**config.mk**
```make
export PLATFORM = sky130hd
export DESIGN_NAME = multi_button_debouncer
export DESIGN_NICKNAME = d
export VERILOG_FILES = /design/src/rtl/multi_button_debouncer.sv
export SDC_FILE = /design/constraint.sdc
export NUM_CORES = 1
export LEC_CHECK = 0
export CORE_UTILIZATION = 40
export DETAILED_ROUTE_END_ITERATION = 8
export HOLD_SLACK_MARGIN = 0.03
export PLACE_DENSITY_LB_ADDON = 0.25
export SLEW_MARGIN = 20
export SYNTH_ARGS = -nofsm -noshare
export SYNTH_HDL_FRONTEND = slang
export SYNTH_SLANG_ARGS = --single-unit
```
**constraint.sdc**
```tcl
create_clock -name clk -period 5.5 [get_ports clk]
set_input_delay 1.1 -clock clk [delete_from_list [all_inputs] [get_ports clk]]
set_output_delay 1.1 -clock clk [all_outputs]
set_load 0.02 [all_outputs]
```
**src/rtl/multi_button_debouncer.sv**
```systemverilog
// multi_button_debouncer: N independent push-button channels, each with a 2-flop
// synchroniser, counter debounce filter, press/release event pulses and optional hold-to-repeat.
// Latency: press seen before edge k -> level/press_pulse after edge k+1+DEBOUNCE_CYCLES. No backpressure: pulses are fire-and-forget.
// Ports: clk/rst (sync, active-high); btn_in raw pins; level debounced state (1 = pressed);
//        press_pulse/release_pulse/repeat_pulse one-cycle events per channel.
module multi_button_debouncer #(
  parameter int NUM_BTNS        = 4,
  parameter int ACTIVE_LOW      = 1,
  parameter int DEBOUNCE_CYCLES = 2400000,
  parameter int REPEAT_EN       = 0,
  parameter int REPEAT_DELAY    = 6000000,
  parameter int REPEAT_PERIOD   = 1200000
) (
  input  logic                clk,
  input  logic                rst,
  input  logic [NUM_BTNS-1:0] btn_in,
  output logic [NUM_BTNS-1:0] level,
  output logic [NUM_BTNS-1:0] press_pulse,
  output logic [NUM_BTNS-1:0] release_pulse,
  output logic [NUM_BTNS-1:0] repeat_pulse
);

  localparam int CNT_W = $clog2(DEBOUNCE_CYCLES);
  localparam logic [CNT_W-1:0] CNT_LAST = CNT_W'(DEBOUNCE_CYCLES - 1);

  // Repeat counter sized for the longer of the two intervals; at least 1 bit.
  localparam int RMAX   = (REPEAT_DELAY > REPEAT_PERIOD) ? REPEAT_DELAY : REPEAT_PERIOD;
  localparam int RCNT_W = (RMAX > 1) ? $clog2(RMAX) : 1;
  localparam logic [RCNT_W-1:0] DELAY_LAST  = RCNT_W'(REPEAT_DELAY - 1);
  localparam logic [RCNT_W-1:0] PERIOD_LAST = RCNT_W'(REPEAT_PERIOD - 1);

  localparam logic INVERT  = (ACTIVE_LOW != 0);
  localparam logic RPT_ON  = (REPEAT_EN != 0);

  typedef enum logic [1:0] {
    RELEASED    = 2'd0,
    HELD_DELAY  = 2'd1,
    HELD_REPEAT = 2'd2
  } rpt_state_e;

  for (genvar i = 0; i < NUM_BTNS; i++) begin : g_ch
    logic              sync1_q, sync2_q;
    logic              level_q, level_d;
    logic              press_q, press_d;
    logic              release_q, release_d;
    logic              repeat_q, repeat_d;
    logic [CNT_W-1:0]  cnt_q, cnt_d;
    logic [RCNT_W-1:0] rcnt_q, rcnt_d;
    rpt_state_e        state_q, state_d;

    always_ff @(posedge clk) begin
      if (rst) begin
        sync1_q   <= 1'b0;
        sync2_q   <= 1'b0;
        level_q   <= 1'b0;
        press_q   <= 1'b0;
        release_q <= 1'b0;
        repeat_q  <= 1'b0;
        cnt_q     <= '0;
        rcnt_q    <= '0;
        state_q   <= RELEASED;
      end else begin
        sync1_q   <= btn_in[i] ^ INVERT;
        sync2_q   <= sync1_q;
        level_q   <= level_d;
        press_q   <= press_d;
        release_q <= release_d;
        repeat_q  <= repeat_d;
        cnt_q     <= cnt_d;
        rcnt_q    <= rcnt_d;
        state_q   <= state_d;
      end
    end

    // Debounce: any agreeing sample clears the count, so separate glitches never accumulate.
    always_comb begin
      level_d   = level_q;
      cnt_d     = cnt_q;
      press_d   = 1'b0;
      release_d = 1'b0;
      if (sync2_q == level_q) begin
        cnt_d = '0;
      end else if (cnt_q == CNT_LAST) begin
        level_d   = sync2_q;
        cnt_d     = '0;
        press_d   = sync2_q;
        release_d = ~sync2_q;
      end else begin
        cnt_d = cnt_q + 1'b1;
      end
    end

    // Repeat FSM keys off the same-edge press/release decisions; release wins over a due repeat.
    always_comb begin
      state_d  = state_q;
      rcnt_d   = rcnt_q;
      repeat_d = 1'b0;
      case (state_q)
        RELEASED: begin
          rcnt_d = '0;
          if (RPT_ON && press_d) begin
            state_d = HELD_DELAY;
          end
        end
        HELD_DELAY: begin
          if (release_d) begin
            state_d = RELEASED;
            rcnt_d  = '0;
          end else if (rcnt_q == DELAY_LAST) begin
            repeat_d = 1'b1;
            state_d  = HELD_REPEAT;
            rcnt_d   = '0;
          end else begin
            rcnt_d = rcnt_q + 1'b1;
          end
        end
        HELD_REPEAT: begin
          if (release_d) begin
            state_d = RELEASED;
            rcnt_d  = '0;
          end else if (rcnt_q == PERIOD_LAST) begin
            repeat_d = 1'b1;
            rcnt_d   = '0;
          end else begin
            rcnt_d = rcnt_q + 1'b1;
          end
        end
        default: begin
          state_d = RELEASED;
          rcnt_d  = '0;
        end
      endcase
    end

    assign level[i]         = level_q;
    assign press_pulse[i]   = press_q;
    assign release_pulse[i] = release_q;
    assign repeat_pulse[i]  = repeat_q;
  end

endmodule
```
==> metrics.md, run 1 <==
| Metric | Value |
|---|---|
| Max cap viols | 0 |
| # placed instances | 683 |
| Largest net degree at the start of global routing | 22 |
| # clock sinks | 108 |
| Setup TNS | 0 ns |
| Storage cell area | 2162 um2 |
| Worst setup EP type | register |
| Grt ovf | 0 |
| Final instance area | 5331 um2 |
| Area after DPL | 4992 um2 |
| CP delay by family, top | buffers and inverters |
| Final setup violation count | 0 |
| Clock latency on the worst-skew pair | 0.34 ns |
| Nets | 561 |
| Post-Synth Adder-Cell Area | 1.044% |
| First DRT Iteration DRCs | 268 |
| H-tree Lvls | 3 |
| Worst-Margin Slew | 0.8560 ns |
| Routed wire length | 9.231 mm |
| CTS Buf Count | 9 |
| Area of the core | 11560 um2 |
| Clock-pin slew on the worst setup and hold paths | 0.07 ns |
| Post-CTS sizing | 0 |
| RD Place Congestion | 0.7676 |
| Syn_area_per_cell | 8.731 um2 |
| Port buffer count | 17 |
| Status | finished, violations left |
| PD cells | 287.9 nW/um2 |
| Req. time, crit path | 5.73 ns |
| Area of the multi-input gates | 2421 um2 |
| Period utilisation layout | 47.17% |
| Worst VDD drop | 0.2016 mV |
| Die height | 111.5 um |
| Peak per-stage delay on the critical path | 0.52 ns |
| CP arrival | 2.83 ns |
| Synth Instances | 549 |
| Final Hold Fails | 0 |
| First-pass GRT wire length | 16.24 mm |
| Sequential share of the synthesized area | 45.11% |
| # fillers | 1114 |
| Vias in the first global route | 3638 |
| CP Cell Sequence | clkdlybuf4s50_1, buf_4, inv_1, nand2_1, a21o_1, o21ba_2 |
| Ports | 22 |
| Initial core utilization | 41.45% |
| Vias | 3819 |
| Crit path buffers/inverters | 3 |
| #FFs+latches synth | 108 |
| Number of vias per cell | 5.471 |
| First-pass DRT Iterations | 6 |
| Startpoint type of the worst setup path | primary input |
| Util after Layout | 46.10% |
| Initial antenna violation count | 0 |
| Synthesized area | 4793 um2 |
| Post-CTS Setup Inserts | 0 |
| Die Area | 12430 um2 |
| Failing checks | DRC |
| Worst path slowest cell | a21o_1 |
| Clock buffer depth | 2 |
| P_leak | 1.577 nW |
| Drt drc | 4 |
| WL/cell | 13.22 um |
| Total global routing track utilization | 15.78% |
| CP Max Fanout | 21 |
| Prevailing post-synth register cell | dfxtp_1 |
| Crit path kind | primary input to register |
| Area Growth Syn to Fin | 11.22% |
| Minimum clock period | 2.594 ns |
| Share of layout cells above drive strength 1 | 5.946% |
| Main combinational cell family by area after synthesis | simple AND/OR/NAND/NOR gates |
| FMAX | 0.3854 GHz |
| Xor and xnor fraction of the mapped netlist area | 9.684% |
| RSZ-0062 raised after global routing | false |
| Yosys cell types | 45 |
| Mux contribution to synthesized area | 0.2088% |
| Final Skew | 0.009290 ns |
| CTS tree | done |
| Routed Antenna Nets | 0 |
| Post-synthesis simple-gate area fraction | 30.64% |
| Rows | 39 |
| Final std cells w/o fill | 698 |
| Rel. slew slack | 42.92% |
| Post-synth EDFFs | 0 |
| Synth warn | 0 |
| Hold_buf cts | 0 |
| Die Width | 111.5 um |
| Root Driver | clkbuf_16 |
| Compound-Gate Fraction of Synth Area | 8.510% |
| Fin. max-slew vios | 0 |
| Antenna Cells | 0 |
| Hold crit path type | register to register |
| Dpl hpwl | 6.409 mm |
| Post-synth ARST share | 0% |
cell type report:
| cell class | instances | share of cell area (%) |
|---|---|---|
| multi-input cells | 402 | 45.41 |
| flip-flops and latches | 108 | 40.55 |
| clock buffers | 10 | 4.483 |
| repair buffers | 20 | 3.614 |
| well taps | 143 | 3.356 |
| clock inverters | 5 | 1.877 |
| inverters | 10 | 0.7041 |
flip-flops by register name, summed over array words and instances (netlist names):
signal and count:
g_ch.cnt_q 88, g_ch.sync1_q 4, g_ch.release_q 4, g_ch.sync2_q 4, g_ch.level_q 4, g_ch.press_q 4
Yosys cell counts (5+ instances only):
cell type  count  area share (%)
dfxtp_1      108              45
nor2_1        67             5.2
nand2_1       33             2.6
a21oi_1       32             3.3
nand4_1       31             4.0
xnor2_1       31             5.7
nand3_1       25             2.6
xor2_1        22             4.0
o21ai_0       19             2.0
buf_4         18             2.8
or3_1         17             2.2
nor3_1        16             1.7
or4_1         16             2.5
and3_1        14             1.8
clkbuf_1      13             1.0
nor4_1        12             1.6
and4_1        11             2.0
inv_1         10            0.78
o31ai_1       10             1.6
nand2b_1       5            0.65
final timing paths:
path | startpoint | endpoint | slack, ns | cells after the start
worst max-delay path | rst | g_ch[1].cnt_q[16] | 2.91 | 6
worst min-delay path | g_ch[0].sync1_q | g_ch[0].sync2_q | 0.44 | 1
worst max register to register | g_ch[2].cnt_q[8] | g_ch[2].cnt_q[3] | 3.02 | 4
worst min register to register | g_ch[0].sync1_q | g_ch[0].sync2_q | 0.44 | 1
metrics by stage:
| stage | hold WS (ns) | total power [mW] | setup WS [ns] |
|---|---|---|---|
| 3_5_place_dp | 0.4243 | 0.8250 | 2.574 |
| 5_1_grt | 0.4526 | 1.589 | 2.807 |
| 4_1_cts | 0.4336 | 1.555 | 2.926 |
| 6_report | 0.4384 | 1.535 | 2.906 |
| 2_1_floorplan | 0.4129 | 0.8198 | 3.467 |
| 3_3_place_gp | 0.4181 | 0.8249 | 2.623 |
power by group:
group	total [mW]	switching, mW	internal (mW)
logic	0.0197	0.0127	0.00696
clock network	0.728	0.275	0.453
registers	0.787	0.00233	0.785
total	1.54	0.290	1.25
per-layer routing:
metal  GRT usage, %  wire [um]
met1          19.34       4395
met2          27.13       4435
met3          4.083        271
met4          4.865        127
met5              0          0
cells in the final DEF (no fill, tap or decap), types with 3 or more instances in the layout:
cell type and instances:
nor2b_1 4, and4_1 11, or3_1 17, xor2_1 22, conb_1 4, nor3_1 16, o31ai_1 9, buf_4 3
bufinv_16 3, and3_1 14, dfxtp_1 108, nand3_1 25, a21oi_1 32, clkdlybuf4s50_1 17, or4_1 16, nor2_1 67
nand2_1 33, nor4_1 12, nand2b_1 5, inv_1 10, or2_2 3, ha_1 4, o21ai_0 18, clkbuf_16 9
or3_2 3, xnor2_1 31, nand4_1 31
kinds of logic (layout without fill, tap and decap cells):
kind of cell	count (synthesis)	count (layout)
and+or+nand+nor	270	270
DFF	108	108
AOI/OAI and AO/OA	70	70
xor gates and xnor gates	53	53
buffers and inverters	42	45
adders and majority gates	4	4
other	1	4
muxes	1	1
Power figures use the tool's default switching activity.
==> run 2: changes to the inputs <==
clock period = 2.3 ns   (was 5.5 ns; I/O delays follow)
==> metrics.md, run 2 (same netlist as run 1, synthesis figures left out) <==
| Metric | Value |
|---|---|
| Max cap viols | 0 (unchanged) |
| Area Growth Syn to Fin | 11.12% (was 11.22%) |
| Die Area | 12430 um2 (unchanged) |
| Post-CTS Setup Inserts | 0 (unchanged) |
| Most frequent cells in the layout | dfxtp_1 (108), nor2_1 (67), nand2_1 (33), a21oi_1 (32) (unchanged) |
| Final Skew | 0.006767 ns (was 0.009290 ns) |
| Initial core utilization | 41.45% (unchanged) |
| # clock sinks | 108 (unchanged) |
| Critical Path Start | g_ch[0].cnt_q[0] (was rst) |
| First DRT Iteration DRCs | 251 (was 268) |
| Clock power frac | 42.7% (was 47.4%) |
| Final setup violation count | 0 (unchanged) |
| # placed instances | 689 (was 683) |
| Number of vias per cell | 5.372 (was 5.471) |
| Fin. max-slew vios | 0 (unchanged) |
| Setup TNS | 0 ns (unchanged) |
| Int Power | 2.636 mW (was 1.245 mW) |
| Net Switching | 0.7408 mW (was 0.2897 mW) |
| WL/cell | 12.81 um (was 13.22 um) |
| Largest net degree at the start of global routing | 22 (unchanged) |
| Routed wire length | 9.028 mm (was 9.231 mm) |
| P_leak | 1.573 nW (was 1.577 nW) |
| Min-Delay Startpoint | g_ch[0].sync1_q (unchanged) |
| Antenna Cells | 0 (unchanged) |
| Minimum clock period | 2.058 ns |
| Area of the core | 11560 um2 (unchanged) |
| # fillers | 1102 (was 1114) |
| PD cells | 634.0 nW/um2 (was 287.9 nW/um2) |
| Vias | 3787 (was 3819) |
| Req. time, crit path | 2.55 ns (was 5.73 ns) |
| CTS tree | done (unchanged) |
| Status | finished, violations left (unchanged) |
| Rows | 39 (unchanged) |
| Power share of the combinational group | 1.6% (was 1.3%) |
| Vias in the first global route | 3538 (was 3638) |
| Die height | 111.5 um (unchanged) |
| Clock-pin slew on the worst setup and hold paths | 0.07 ns (about the same) |
| Die Width | 111.5 um (unchanged) |
| Storage cell area | 2162 um2 (unchanged) |
| Sw Ratio | 21.94% (was 18.87%) |
| Worst VDD drop | 0.3694 mV (was 0.2016 mV) |
| Reg with most FFs | g_ch.cnt_q (unchanged) |
| First-pass GRT wire length | 15.86 mm (was 16.24 mm) |
| Startpoint type of the worst setup path | register (was primary input) |
| Period utilisation layout | 89.46% |
| Hold crit path type | register to register (unchanged) |
| Worst setup EP type | register (unchanged) |
| Grt ovf | 0 (unchanged) |
| CP arrival | 2.30 ns (was 2.83 ns) |
| Initial antenna violation count | 0 (unchanged) |
| Nets | 567 (was 561) |
| Crit path kind | register to register (was primary input to register) |
| Total global routing track utilization | 15.50% (was 15.78%) |
| FMAX | 0.4860 GHz |
| Clock buffer depth | 2 (unchanged) |
| Port buffer count | 17 (unchanged) |
| Final std cells w/o fill | 705 (was 698) |
| Ports | 22 (unchanged) |
| Failing checks | DRC (unchanged) |
| Root Driver | clkbuf_16 (unchanged) |
| Sequential share of power | 55.7% (was 51.3%) |
| RSZ-0062 raised after global routing | false (unchanged) |
| Hold_buf cts | 0 (unchanged) |
| Drt drc | 5 (was 4) |
| Max FFs per register | 88 (unchanged) |
| Area of the multi-input gates | 2421 um2 (unchanged) |
| Clock latency on the worst-skew pair | 0.35 ns (was 0.34 ns) |
| Dpl hpwl | 6.463 mm (was 6.409 mm) |
| First-pass DRT Iterations | 6 (unchanged) |
| Final Hold Fails | 0 (unchanged) |
| Worst-Margin Slew | 0.6725 ns (was 0.8560 ns) |
| Rel. slew slack | 54.76% (was 42.92%) |
| CTS Buf Count | 9 (unchanged) |
| Final hold slack | 0.4403 ns (was 0.4384 ns) |
| Routed Antenna Nets | 0 (unchanged) |
| CP Max Fanout | 4 (was 21) |
| Share of layout cells above drive strength 1 | 7.117% (was 5.946%) |
| H-tree Lvls | 3 (unchanged) |
| RD Place Congestion | 0.7992 (was 0.7676) |
| Reg2Reg Setup Slack | 0.24 ns (was 3.02 ns) |
| Post-CTS sizing | 0 (unchanged) |
| Commonest non-fill, non-tap cell in the layout | dfxtp_1 (unchanged) |
| Worst R2R Start | g_ch[0].cnt_q[0] (was g_ch[2].cnt_q[8]) |
run 2: changes by cell type in the layout (fill, tap and decap cells not counted), sizes merged:
| cell | delta |
|---|---|
| buf | +6 |
| clkinv | +2 |
| inv | +1 |
| clkbuf | -1 |
| clkinvlp | +2 |
| bufinv | -3 |
run 2: per-stage QoR:
stage / setup slack (ns) / util, % / power, mW / instance area (um2)
detailed placement: 0.2698 / 43.67 / 1.980 / 5050
floorplan: 0.4073 / - / 1.960 / 4805
global placement: 0.3294 / 43.67 / 1.979 / 5050
finish: 0.2424 / 46.06 / 3.377 / 5326
CTS: 0.2419 / 46.06 / 3.424 / 5326
global route: 0.1316 / 46.06 / 3.488 / 5326
run 2: final cells by class:
class                   count  share of cell area (%)
multi-input cells         402                   45.45
flip-flops and latches    108                   40.59
repair buffers             26                   4.698
clock buffers               9                   4.228
well taps                 143                   3.359
clock inverters             7                  0.9631
inverters                  10                  0.7047
run 2: worst max-delay path: stages (launching register included):
cell	delay (ns)
dfxtp_1	0.37
ha_1	0.21
and3_1	0.25
nand3_1	0.17
or4b_2	0.74
and3_1	0.21
run 2: power by group through the flow:
stage               sequential (mW)  combinational, mW  clock (mW)
global placement               1.93             0.0531           0
finish                         1.88             0.0539        1.44
floorplan                      1.92             0.0358           0
detailed placement             1.93             0.0541           0
global route                   1.88             0.0594        1.55
CTS                            1.88             0.0543        1.49
run 2: worst paths after layout:
path	endpoint	cells past startpoint
worst max-delay path	g_ch[0].cnt_q[1]	5
worst min-delay path	g_ch[0].sync2_q	1
worst max register to register	g_ch[0].cnt_q[1]	5
worst min register to register	g_ch[0].sync2_q	1
run 2: metal layers:
metal  GRT usage, %  vias to the layer above  routed length, um
met4          4.324                        0                 93
met3          4.682                        9                319
met5              0                        -                  0
li1               -                     1975                  -
met1          19.31                     1757               4405
met2          25.92                       46               4209
==> run 3: changes to the inputs <==
MAX_ROUTING_LAYER = met4   (was unset)
==> metrics.md, run 3 (same netlist as run 1, synthesis figures left out) <==
| Metric | Value |
|---|---|
| Status | finished, violations left (unchanged) |
| Failing checks | DRC (unchanged) |
| Worst setup EP type | register (unchanged) |
| Final hold slack | 0.4403 ns (about the same) |
| Initial antenna violation count | 0 (unchanged) |
| Area Growth Syn to Fin | 11.12% (unchanged) |
| Reg with most FFs | g_ch.cnt_q (unchanged) |
| CTS tree | done (unchanged) |
| FMAX | 0.4860 GHz (about the same) |
| Fin. max-slew vios | 0 (unchanged) |
| Power share of the combinational group | 1.6% (about the same) |
| Clock power frac | 42.7% (about the same) |
| Worst path slowest cell | or4b_2 (unchanged) |
| Worst-Margin Slew | 0.6725 ns (unchanged) |
| PD cells | 634.0 nW/um2 (about the same) |
| Die Width | 111.5 um (unchanged) |
| Vias | 3788 (was 3787) |
| Int Power | 2.636 mW (about the same) |
| Most used cell along the critical path | and3_1 (unchanged) |
| Startpoint type of the worst setup path | register (unchanged) |
| Rows | 39 (unchanged) |
| Drt drc | 5 (unchanged) |
| First-pass GRT wire length | 15.86 mm (unchanged) |
| CP Max Fanout | 4 (unchanged) |
| Vias in the first global route | 3540 (was 3538) |
| Sequential share of power | 55.7% (about the same) |
| Period utilisation layout | 89.46% (about the same) |
| CP Cell Sequence | ha_1, and3_1, nand3_1, or4b_2, and3_1 (unchanged) |
| Post-CTS Setup Inserts | 0 (unchanged) |
| Net Switching | 0.7410 mW (was 0.7408 mW) |
| Die Area | 12430 um2 (unchanged) |
| Antenna Cells | 0 (unchanged) |
| Routed Antenna Nets | 0 (unchanged) |
| Grt ovf | 0 (unchanged) |
| Nets | 567 (unchanged) |
| Initial core utilization | 41.45% (unchanged) |
| Final Hold Fails | 0 (unchanged) |
| Commonest non-fill, non-tap cell in the layout | dfxtp_1 (unchanged) |
| Clock latency on the worst-skew pair | 0.35 ns (about the same) |
| CTS Buf Count | 9 (unchanged) |
| Crit path kind | register to register (unchanged) |
| First-pass DRT Iterations | 6 (unchanged) |
| P_leak | 1.573 nW (unchanged) |
| Sw Ratio | 21.94% (about the same) |
| Worst VDD drop | 0.3699 mV (was 0.3694 mV) |
| Req. time, crit path | 2.55 ns (about the same) |
| First DRT Iteration DRCs | 251 (unchanged) |
| Port buffer count | 17 (unchanged) |
| Number of vias per cell | 5.373 (was 5.372) |
| Root Driver | clkbuf_16 (unchanged) |
| Clock-pin slew on the worst setup and hold paths | 0.07 ns (about the same) |
| Min-Delay Startpoint | g_ch[0].sync1_q (unchanged) |
| Clock buffer depth | 2 (unchanged) |
| Largest net degree at the start of global routing | 22 (unchanged) |
| Share of layout cells above drive strength 1 | 7.117% (unchanged) |
| Max cap viols | 0 (unchanged) |
| Total global routing track utilization | 15.97% (was 15.50%) |
| RSZ-0062 raised after global routing | false (unchanged) |
| Max FFs per register | 88 (unchanged) |
| Minimum clock period | 2.058 ns (about the same) |
| # clock sinks | 108 (unchanged) |
| CP arrival | 2.30 ns (about the same) |
| Critical Path Start | g_ch[0].cnt_q[0] (unchanged) |
| Area of the core | 11560 um2 (unchanged) |
| Routed wire length | 9.024 mm (was 9.028 mm) |
| WL/cell | 12.80 um (was 12.81 um) |
| Worst R2R Start | g_ch[0].cnt_q[0] (unchanged) |
| Hold_buf cts | 0 (unchanged) |
| Final Skew | 0.006820 ns (was 0.006767 ns) |
| Die height | 111.5 um (unchanged) |
| Setup TNS | 0 ns (unchanged) |
| Peak per-stage delay on the critical path | 0.74 ns (about the same) |
| Hold crit path type | register to register (unchanged) |
| R2r worst-path depth | 5 (unchanged) |
| H-tree Lvls | 3 (unchanged) |
| RD Place Congestion | 0.8106 (was 0.7992) |
| Rel. slew slack | 54.76% (unchanged) |
| Dpl hpwl | 6.463 mm (unchanged) |
| Post-CTS sizing | 0 (unchanged) |
| Ports | 22 (unchanged) |
| Final setup violation count | 0 (unchanged) |
| Most frequent cells in the layout | dfxtp_1 (108), nor2_1 (67), nand2_1 (33), a21oi_1 (32) (unchanged) |
| Worst hold stages | 1 (unchanged) |
run 3: cell counts in the layout (fill, tap and decap cells not counted):
No cell type changed its count.
run 3: final timing paths:
path | slack, ns | to
worst max-delay path | 0.24 | g_ch[0].cnt_q[1]
worst min-delay path | 0.44 | g_ch[0].sync2_q
worst max register to register | 0.24 | g_ch[0].cnt_q[1]
worst min register to register | 0.44 | g_ch[0].sync2_q
run 3: power groups by stage:
stage	clock, mW	combinational [mW]	sequential [mW]
3_3_place_gp	0	0.0531	1.93
3_5_place_dp	0	0.0541	1.93
5_1_grt	1.55	0.0594	1.88
4_1_cts	1.49	0.0543	1.88
2_1_floorplan	0	0.0358	1.92
6_report	1.44	0.0539	1.88
run 3: cell type report:
class                      instances  area [um2]
fill                            1102        6238
multi-input combinational        402        2421
sequential                       108        2162
timing repair buffer              26       250.2
clock buffer                       9       225.2
tap                              143       178.9
clock inverter                     7       51.30
inverter                          10       37.54
run 3: stage by stage:
| step | std cells | util (%) | total power, mW | cell area (um2) | worst slack (ns) |
|---|---|---|---|---|---|
| final | 705 | 46.06 | 3.377 | 5326 | 0.2424 |
| after global routing | 705 | 46.06 | 3.488 | 5326 | 0.1316 |
| after CTS | 705 | 46.06 | 3.424 | 5326 | 0.2419 |
| after detailed placement | 689 | 43.67 | 1.980 | 5050 | 0.2698 |
| after global placement | 689 | 43.67 | 1.979 | 5050 | 0.3294 |
| after floorplan | 552 | - | 1.960 | 4805 | 0.4073 |
run 3: critical path: cells and delay by family (launching register included):
family | cells | cell delay (ns)
adders and majority gates | 1 | 0.21
DFF | 1 | 0.37
and+or+nand+nor | 4 | 1.37
run 3: layer usage:
metal	GRT usage [%]	wire (um)
met5	-	0
met4	4.324	93
met3	4.682	313
met2	25.92	4211
met1	19.31	4406
